## config.mk

```make
export PLATFORM = sky130hd
export DESIGN_NAME = fp_ulp_stepper
export DESIGN_NICKNAME = d
export VERILOG_FILES = /design/src/rtl/fp_ulp_stepper.sv
export SDC_FILE = /design/constraint.sdc
export NUM_CORES = 1
export LEC_CHECK = 0
export ABC_AREA = 0
export BUFFER_PORTS_ARGS = -buffer_cell sky130_fd_sc_hd__buf_2
export CAP_MARGIN = 20
export CORE_ASPECT_RATIO = 1.4
export CORE_MARGIN = 1
export CORE_UTILIZATION = 55
export DETAILED_ROUTE_END_ITERATION = 10
export GPL_TIMING_DRIVEN = 0
export PLACE_DENSITY = 0.78
export SYNTH_ARGS = -nofsm -noshare
export SYNTH_HDL_FRONTEND = slang
export SYNTH_HIERARCHICAL = 1
export SYNTH_SLANG_ARGS = --single-unit
```

## constraint.sdc

```tcl
create_clock -name clk -period 11.1 [get_ports clk]
set_input_delay 1.665 -clock clk [delete_from_list [all_inputs] [get_ports clk]]
set_output_delay 1.665 -clock clk [all_outputs]
set_load 0.01 [all_outputs]
```

## src/rtl/fp_ulp_stepper.sv

```systemverilog
// ULP stepper: walks a float toward a target one representable value at a time.
// fpNextAfter is the registered single-step engine driven by the stepper FSM.

module fpNextAfter #(
    parameter int FPWID = 52
) (
    input  logic             clk,
    input  logic             rst_n,
    input  logic             en,
    input  logic [FPWID-1:0] a,
    input  logic [FPWID-1:0] b,
    output logic [FPWID-1:0] o
);

    localparam int EW =
        (FPWID == 128 || FPWID == 96 || FPWID == 84 || FPWID == 80) ? 15 :
        (FPWID == 64 || FPWID == 52 || FPWID == 48 || FPWID == 44) ? 11 :
        (FPWID == 42 || FPWID == 40) ? 10 :
        (FPWID == 32) ? 8 :
        (FPWID == 24) ? 7 : 5;
    localparam int FW = FPWID - 1 - EW;

    logic             a_nan;
    logic             b_nan;
    logic             a_zero;
    logic             b_zero;
    logic             away;
    logic [FPWID-1:0] nxt;

    always_comb begin
        a_nan  = (&a[FPWID-2 -: EW]) && (|a[FW-1:0]);
        b_nan  = (&b[FPWID-2 -: EW]) && (|b[FW-1:0]);
        a_zero = ~|a[FPWID-2:0];
        b_zero = ~|b[FPWID-2:0];
        // same sign and larger magnitude target means growing |a|
        away   = (a[FPWID-1] == b[FPWID-1]) && (b[FPWID-2:0] > a[FPWID-2:0]);
        nxt    = a;
        if (a_nan)
            nxt = a;
        else if (b_nan)
            nxt = b;
        else if (a == b || (a_zero && b_zero))
            nxt = b;
        else if (a_zero)
            nxt = {b[FPWID-1], {(FPWID-2){1'b0}}, 1'b1};
        else if (away)
            nxt = a + FPWID'(1);
        else
            nxt = a - FPWID'(1);
    end

    always_ff @(posedge clk or negedge rst_n) begin
        if (!rst_n)
            o <= '0;
        else if (en)
            o <= nxt;
    end

endmodule

module fp_ulp_stepper #(
    parameter int FPWID = 52,
    parameter int CNTW  = 16
) (
    input  logic             clk,
    input  logic             rst_n,
    input  logic             ce,
    input  logic             req_valid,
    output logic             req_ready,
    input  logic [FPWID-1:0] a,
    input  logic [FPWID-1:0] b,
    input  logic [CNTW-1:0]  cnt,
    output logic             res_valid,
    input  logic             res_ready,
    output logic [FPWID-1:0] o,
    output logic [CNTW-1:0]  steps,
    output logic [1:0]       stop
);

    localparam int EW =
        (FPWID == 128 || FPWID == 96 || FPWID == 84 || FPWID == 80) ? 15 :
        (FPWID == 64 || FPWID == 52 || FPWID == 48 || FPWID == 44) ? 11 :
        (FPWID == 42 || FPWID == 40) ? 10 :
        (FPWID == 32) ? 8 :
        (FPWID == 24) ? 7 : 5;
    localparam int FW = FPWID - 1 - EW;

    localparam logic [1:0] IDLE = 2'd0;
    localparam logic [1:0] STEP = 2'd1;
    localparam logic [1:0] WAIT = 2'd2;
    localparam logic [1:0] DONE = 2'd3;

    logic [1:0]       state;
    logic [FPWID-1:0] cur;
    logic [FPWID-1:0] tgt;
    logic [CNTW-1:0]  rem;
    logic [FPWID-1:0] eng_o;
    logic             step_en;
    logic             cur_nan;
    logic             tgt_nan;

    assign req_ready = rst_n && ce && (state == IDLE);
    assign res_valid = (state == DONE);
    assign step_en   = ce && (state == STEP);
    assign cur_nan   = (&cur[FPWID-2 -: EW]) && (|cur[FW-1:0]);
    assign tgt_nan   = (&tgt[FPWID-2 -: EW]) && (|tgt[FW-1:0]);

    fpNextAfter #(.FPWID(FPWID)) u_next (
        .clk   (clk),
        .rst_n (rst_n),
        .en    (step_en),
        .a     (cur),
        .b     (tgt),
        .o     (eng_o)
    );

    always_ff @(posedge clk or negedge rst_n) begin
        if (!rst_n) begin
            state <= IDLE;
            cur   <= '0;
            tgt   <= '0;
            rem   <= '0;
            steps <= '0;
            o     <= '0;
            stop  <= 2'd0;
        end else if (ce) begin
            unique case (state)
                IDLE: begin
                    if (req_valid) begin
                        cur   <= a;
                        tgt   <= b;
                        rem   <= cnt;
                        steps <= '0;
                        if (cnt == '0) begin
                            o     <= a;
                            stop  <= 2'd0;
                            state <= DONE;
                        end else begin
                            state <= STEP;
                        end
                    end
                end
                STEP: state <= WAIT;
                WAIT: begin
                    if (cur_nan || tgt_nan) begin
                        o     <= eng_o;
                        stop  <= 2'd2;
                        state <= DONE;
                    end else if (eng_o == cur) begin
                        o     <= cur;
                        stop  <= 2'd1;
                        state <= DONE;
                    end else begin
                        cur   <= eng_o;
                        steps <= steps + CNTW'(1);
                        rem   <= rem - CNTW'(1);
                        if (rem == CNTW'(1)) begin
                            o     <= eng_o;
                            stop  <= 2'd0;
                            state <= DONE;
                        end else begin
                            state <= STEP;
                        end
                    end
                end
                DONE: begin
                    if (res_ready)
                        state <= IDLE;
                end
                default: state <= IDLE;
            endcase
        end
    end

endmodule
```

# == After elaboration in Yosys (flattened, before gate mapping) ==
# Index checks and enable logic that the tools add are counted.
# word_totals
in_bits,125
out_inout_bits,72
reg_bits,244
word_cells,86
# op_classes
n_eq_ne,13
addsub,4
n_reduce_logical,24
n_mux,36
order_cmp,1
# ops
op,n
52-bit two-way mux,13
52-bit one-hot mux with 2 select lines,2
52-bit == test,2
51-bit OR reduction,2
16-bit two-way mux,6
40-bit OR reduction,2
16-bit one-hot mux with 2 select lines,2
52-bit by 1-bit adder with 52-bit output (second input constant),1
52-bit by 1-bit subtractor with 52-bit output (second input constant),1
51-bit greater-than comparator,1
2-bit two-way mux,11
11-bit AND reduction,2
16-bit by 1-bit adder with 16-bit output (second input constant),1
16-bit by 1-bit == test with 1-bit output (second input constant),1
16-bit zero test,1
16-bit by 1-bit subtractor with 16-bit output (second input constant),1
5-bit AND reduction,2
2-bit one-hot mux with 4 select lines,1
1-bit logical AND,7
2-bit inequality test (second input constant),3
3-bit AND reduction,2
2-bit == test (second input constant),2
2-bit by 1-bit inequality test with 1-bit output (second input constant),2
4-bit inequality test (second input constant),1
other kinds (7),9

# == Depth between registers and ports, before layout ==
# logic_depth
depth_word,7
depth_mapped,21
mapped_depth_nobuf,21

# == By module ==
# Netlist, hierarchy kept.
# modules_own_cells
mod,area_each_um2,instances,cells_per_inst,seq_area_each_um2
fp_ulp_stepper,9466.6,1,985,4804.6
fpNextAfter,7483.4,1,963,1301.2

# == Worst setup path after synthesis ==
# OpenSTA, ideal clock, no wires.
# synth_path
path_kind,register -> register
startpoint,reg cur[30]
endpoint,reg u_next.o[43]
path_buffers,1
period_less_slack_ns,7.913
setup_ns,0.134
path_stages_with_launch,21
setup_slack_ns,3.187
arrival_ns,7.779
t_required_ns,10.966
cell_sequence,dfrtp_1 -> inv_1 -> ha_1 -> a21oi_1 -> o22ai_1 -> o2111a_1 -> a2111oi_0 -> a21oi_1 -> o21ai_0 -> ha_1 -> buf_6 -> a21oi_2 -> o21bai_1 -> a221oi_2 -> o211ai_2 -> o2111a_1 -> or3_4 -> a21boi_2 -> xnor2_1 -> a221oi_2 -> a21oi_1
# synth_between
elab_chain_cells,7
elab_cells_between_ends,16
cone_classes,add/sub (2); order compare (1); eq/ne (1); mux (5); reduce/logical (7)
# synth_lines
element,line,source
"start, declared",94,logic [FPWID-1:0] cur;
"start signal, assigned",154,cur <= eng_o;
51-bit greater-than comparator or 51-bit OR reduction (tied branches),"36, 33",
1-bit logical AND or 1-bit zero test (tied branches),"36, 33",
52-bit two-way mux or 1-bit logical AND (tied branches),"46, 42",
52-bit two-way mux or 1-bit logical OR (tied branches),"44, 42",
52-bit two-way mux,42,else if (a == b || (a_zero && b_zero))
52-bit two-way mux,40,else if (b_nan)
52-bit two-way mux (*),38,if (a_nan)
"end signal, assigned",56,o <= nxt;
"end, declared",12,output logic [FPWID-1:0] o
# Every way passes the cells marked *; elsewhere a longest branch is shown, timed or not.
# A chain may end at the register's enable or synchronous reset.

# == Worst setup path after layout ==
# layout_path
startpoint,reg cur[28]
endpoint,reg u_next.o[34]
# The elaborated chain is that of the path after synthesis.

==> key figures <==
Run status
  • Status: finished, final reports clean

Placed design
  • Port bufs: a little under 200
  • GP Congestion: approximately 0.98
  • Instance area at placement: roughly 0.018 sq mm
  • Place WS: roughly 4400 ps
  • DP HPWL: 47600 um

Yosys
  • Top cell type's share of synthesized area: 0.360
  • Post-synth top flop: dfrtp_1
  • Synth cell types: 87
  • Leading area contributor after synthesis: dfrtp_1
  • Post-Syn Area: roughly 0.017 sq mm
  • EDFF count, synth: 0
  • Avg Cell Area, Syn: between 8 and 9 sq um
  • Largest cells by area after synthesis: dfrtp_1 (36%), nand2_1 (8.7%), ha_1 (8.1%)
  • Register area share after synthesis: 0.360
  • Fraction of registers with async set/reset: 1.00
  • Syn Inst Count: ~2000
  • Post-synthesis register bit count: between 200 and 250
  • Mapped Nets: ~2200
  • Yosys warns: 6

Route
  • Via count: between 15000 and 20000
  • Routed vias/inst: roughly 6.3
  • TritonRoute pass-1 iters: 5
  • Iter 0 DRT Violations: between 1000 and 1500
  • DR DRC count: 0
  • Routed len/inst: roughly 23 um
  • Total Wirelength: 60500 um
  • Final ANT Viol Nets: 0

Global route
  • Grt ovf: 0
  • Met1 usage in global routing: 0.398
  • Global routing's busiest layer: met2
  • Antenna violations before repair: 0
  • First-pass GRT wire length: just over 90000 um
  • Global Route Usage Sum: 0.386
  • Met2 Usage GRT: 0.683
  • Pin count of the biggest net entering global routing: 125
  • Met3 Track Usage GR: 0.0620
  • Number of global-route vias before repair: about 17000

Job
  • Maxcap violations: 0

Setup path
  • WP depth: 21
  • Slowest CP cell: a2111oi_0
  • Crit-path cells: inv_1 > ha_1 > a21oi_1 > o22ai_1 > o2111a_1 > a2111oi_0 > a21oi_1 > o21ai_4 > buf_12 > inv_1 > fa_1 > nand2b_1 > a21oi_1 > o211ai_1 > a31oi_1 > o21bai_1 > a21oi_1 > a21boi_0 > xnor2_1 > a221oi_1 > a311oi_1
  • Type of the worst setup path: flip-flop to flip-flop
  • Data required time of the critical path: 11520 ps
  • Top Family by Delay on Critical Path: compound AO/OA/AOI/OAI gates
  • Most numerous cell on the critical path: a21oi_1
  • Crit-path max cell delay: around 920 ps
  • Buf/Inv on CP: 3
  • R2R cell count: 21
  • Worst EP arrival: 7330 ps
  • Critical Path Sink Type: flip-flop
  • Critical path startpoint category: flip-flop
  • Worst Path Max Fanout: 35

Die
  • Die Ht: around 210 um
  • CORE AREA: 0.0301 sq mm
  • DIE AREA: 0.0315 sq mm
  • Die Span X: between 150 and 200 um
  • Std cell rows: 75
  • Initial Utilization: 0.563
  • I/O pin count: between 150 and 200

Final layout
  • Synth-to-layout area growth: 14.5%
  • Final instance area: 0.0194 sq mm
  • Antenna cells: 0
  • Share of cells above drive strength 1: 0.190
  • Nets: 2411

Timing
  • FMAX: between 100 and 150 MHz
  • Part of the cycle the worst path needs: 0.623
  • Hold_ws: between 400 and 500 ps
  • Setup Viol. Count Final: 0
  • Slew @ Worst Pin: about 1100 ps
  • Unrepaired setup endpoints after global routing: no
  • Max_slew headroom: 0.248
  • Final Skew: between 10 and 15 ps
  • Max-slew violations: 0
  • Worst Slack Setup Final: 4180 ps
  • Tmin final: 6920 ps
  • Hold Vio Cnt, Final: 0

Clock network
  • Deepest clock path buffer count: 3
  • CTS hold repair buffers: 0
  • Htree depth: 1
  • Clock root cell: clkbuf_16
  • Postcts setup bufs: 0
  • PostCTS Resize Cnt: 0
  • Clock Latency Late Sink: 570 ps
  • Reg clk slew, reported paths: about 70 ps
  • Number of CTS-inserted buffers: 25
  • Clk sinks: approximately 240
  • TritonCTS clock tree: done

Min path
  • Hold WC Path Type: flip-flop to flip-flop
  • Hold Crit Depth: 2
-- final timing paths --
check                         from           end  slack (ps)
max in group asynchronous    rst_n        tgt[4]        8750
max reg2reg                cur[28]  u_next/o[34]        4180
min in group asynchronous    rst_n        rem[6]        1180
min                        stop[0]       stop[0]         480
max                        cur[28]  u_next/o[34]        4180
min reg2reg                stop[0]       stop[0]         480
-- flip-flops by register name (all words and copies together) (netlist names) --
register and cells:
steps 16, rem 16, tgt 52, o 52, cur 52, state 2
stop 2, u_next/o 52
-- layout make-up --
| class | count | area, sq um |
|---|---|---|
| Fill cell | 2555 | 10700 |
| Multi-Input combinational cell | 1522 | 10100 |
| Sequential cell | 244 | 6110 |
| Timing Repair Buffer | 200 | 1050 |
| Clock buffer | 33 | 706 |
| Tap cell | 385 | 482 |
| Buffer | 83 | 394 |
| Inverter | 99 | 372 |
| Clock inverter | 13 | 203 |
-- logic make-up after synthesis --
kind of cell	share of synthesized area
AOI/OAI and AO/OA	0.182
xor gates and xnor gates	0.0517
adders and majority gates	0.0824
buffers and inverters	0.0452
DFF	0.360
muxes	0.0779
and+or+nand+nor	0.200
-- routing by layer --
layer | part of all wire | wire [um]
met5 | 0 | 0
met4 | 0.089 | 5390
met3 | 0.062 | 3760
met2 | 0.50 | 30400
met1 | 0.35 | 20900
-- cells in the mapped netlist (all sizes together) (26+ instances only) --
master / instances
o21ai: 117
mux2: 111
nor2: 89
nand4: 57
buf: 27
nand2: 395
nor4: 69
a221oi: 26
inv: 99
ha: 110
xnor2: 77
dfrtp: 244
nand3: 32
clkbuf: 56
a21oi: 138
a21o: 27
-- per-stage QoR --
stage	setup TNS (ps)	std cells	util
after floorplan	0	1948	-
after global placement	-1780	2529	0.611
after detailed placement	0	2532	0.614
after CTS	0	2578	0.644
after global routing	0	2579	0.644
final	0	2579	0.644
-- worst reg2reg max path, delay by kind of cell, from the launching register on --
family / cells / cell delay (ps)
compound gates: 14 / 4600
flops: 1 / 530
xor+xnor: 1 / 180
buf+inv: 3 / 540
simple gates: 1 / 210
fa+ha+maj: 2 / 700
-- placed cells by master (no fill, tap or decap), types with 11 or more instances in the layout --
cell and instances:
o211ai_1 22, ha_1 110, nand3_1 32, clkbuf_1 58, o21ai_0 110, buf_2 210, a221oi_2 11, a211oi_1 16
nand2_1 395, nor3_1 22, and3_1 12, nor4_1 66, a21o_1 26, clkbuf_16 25, o21bai_1 14, nand2b_1 15
a21oi_1 135, nor2_1 88, a31oi_1 14, xnor2_1 77, inv_1 99, mux2_2 103, nand4_1 55, dfrtp_1 244
a221oi_1 15, xor2_1 23
Power is left out: the tool's default activity adds up to more than one toggle a clock period on the data nets, which glitch-free logic cannot reach.
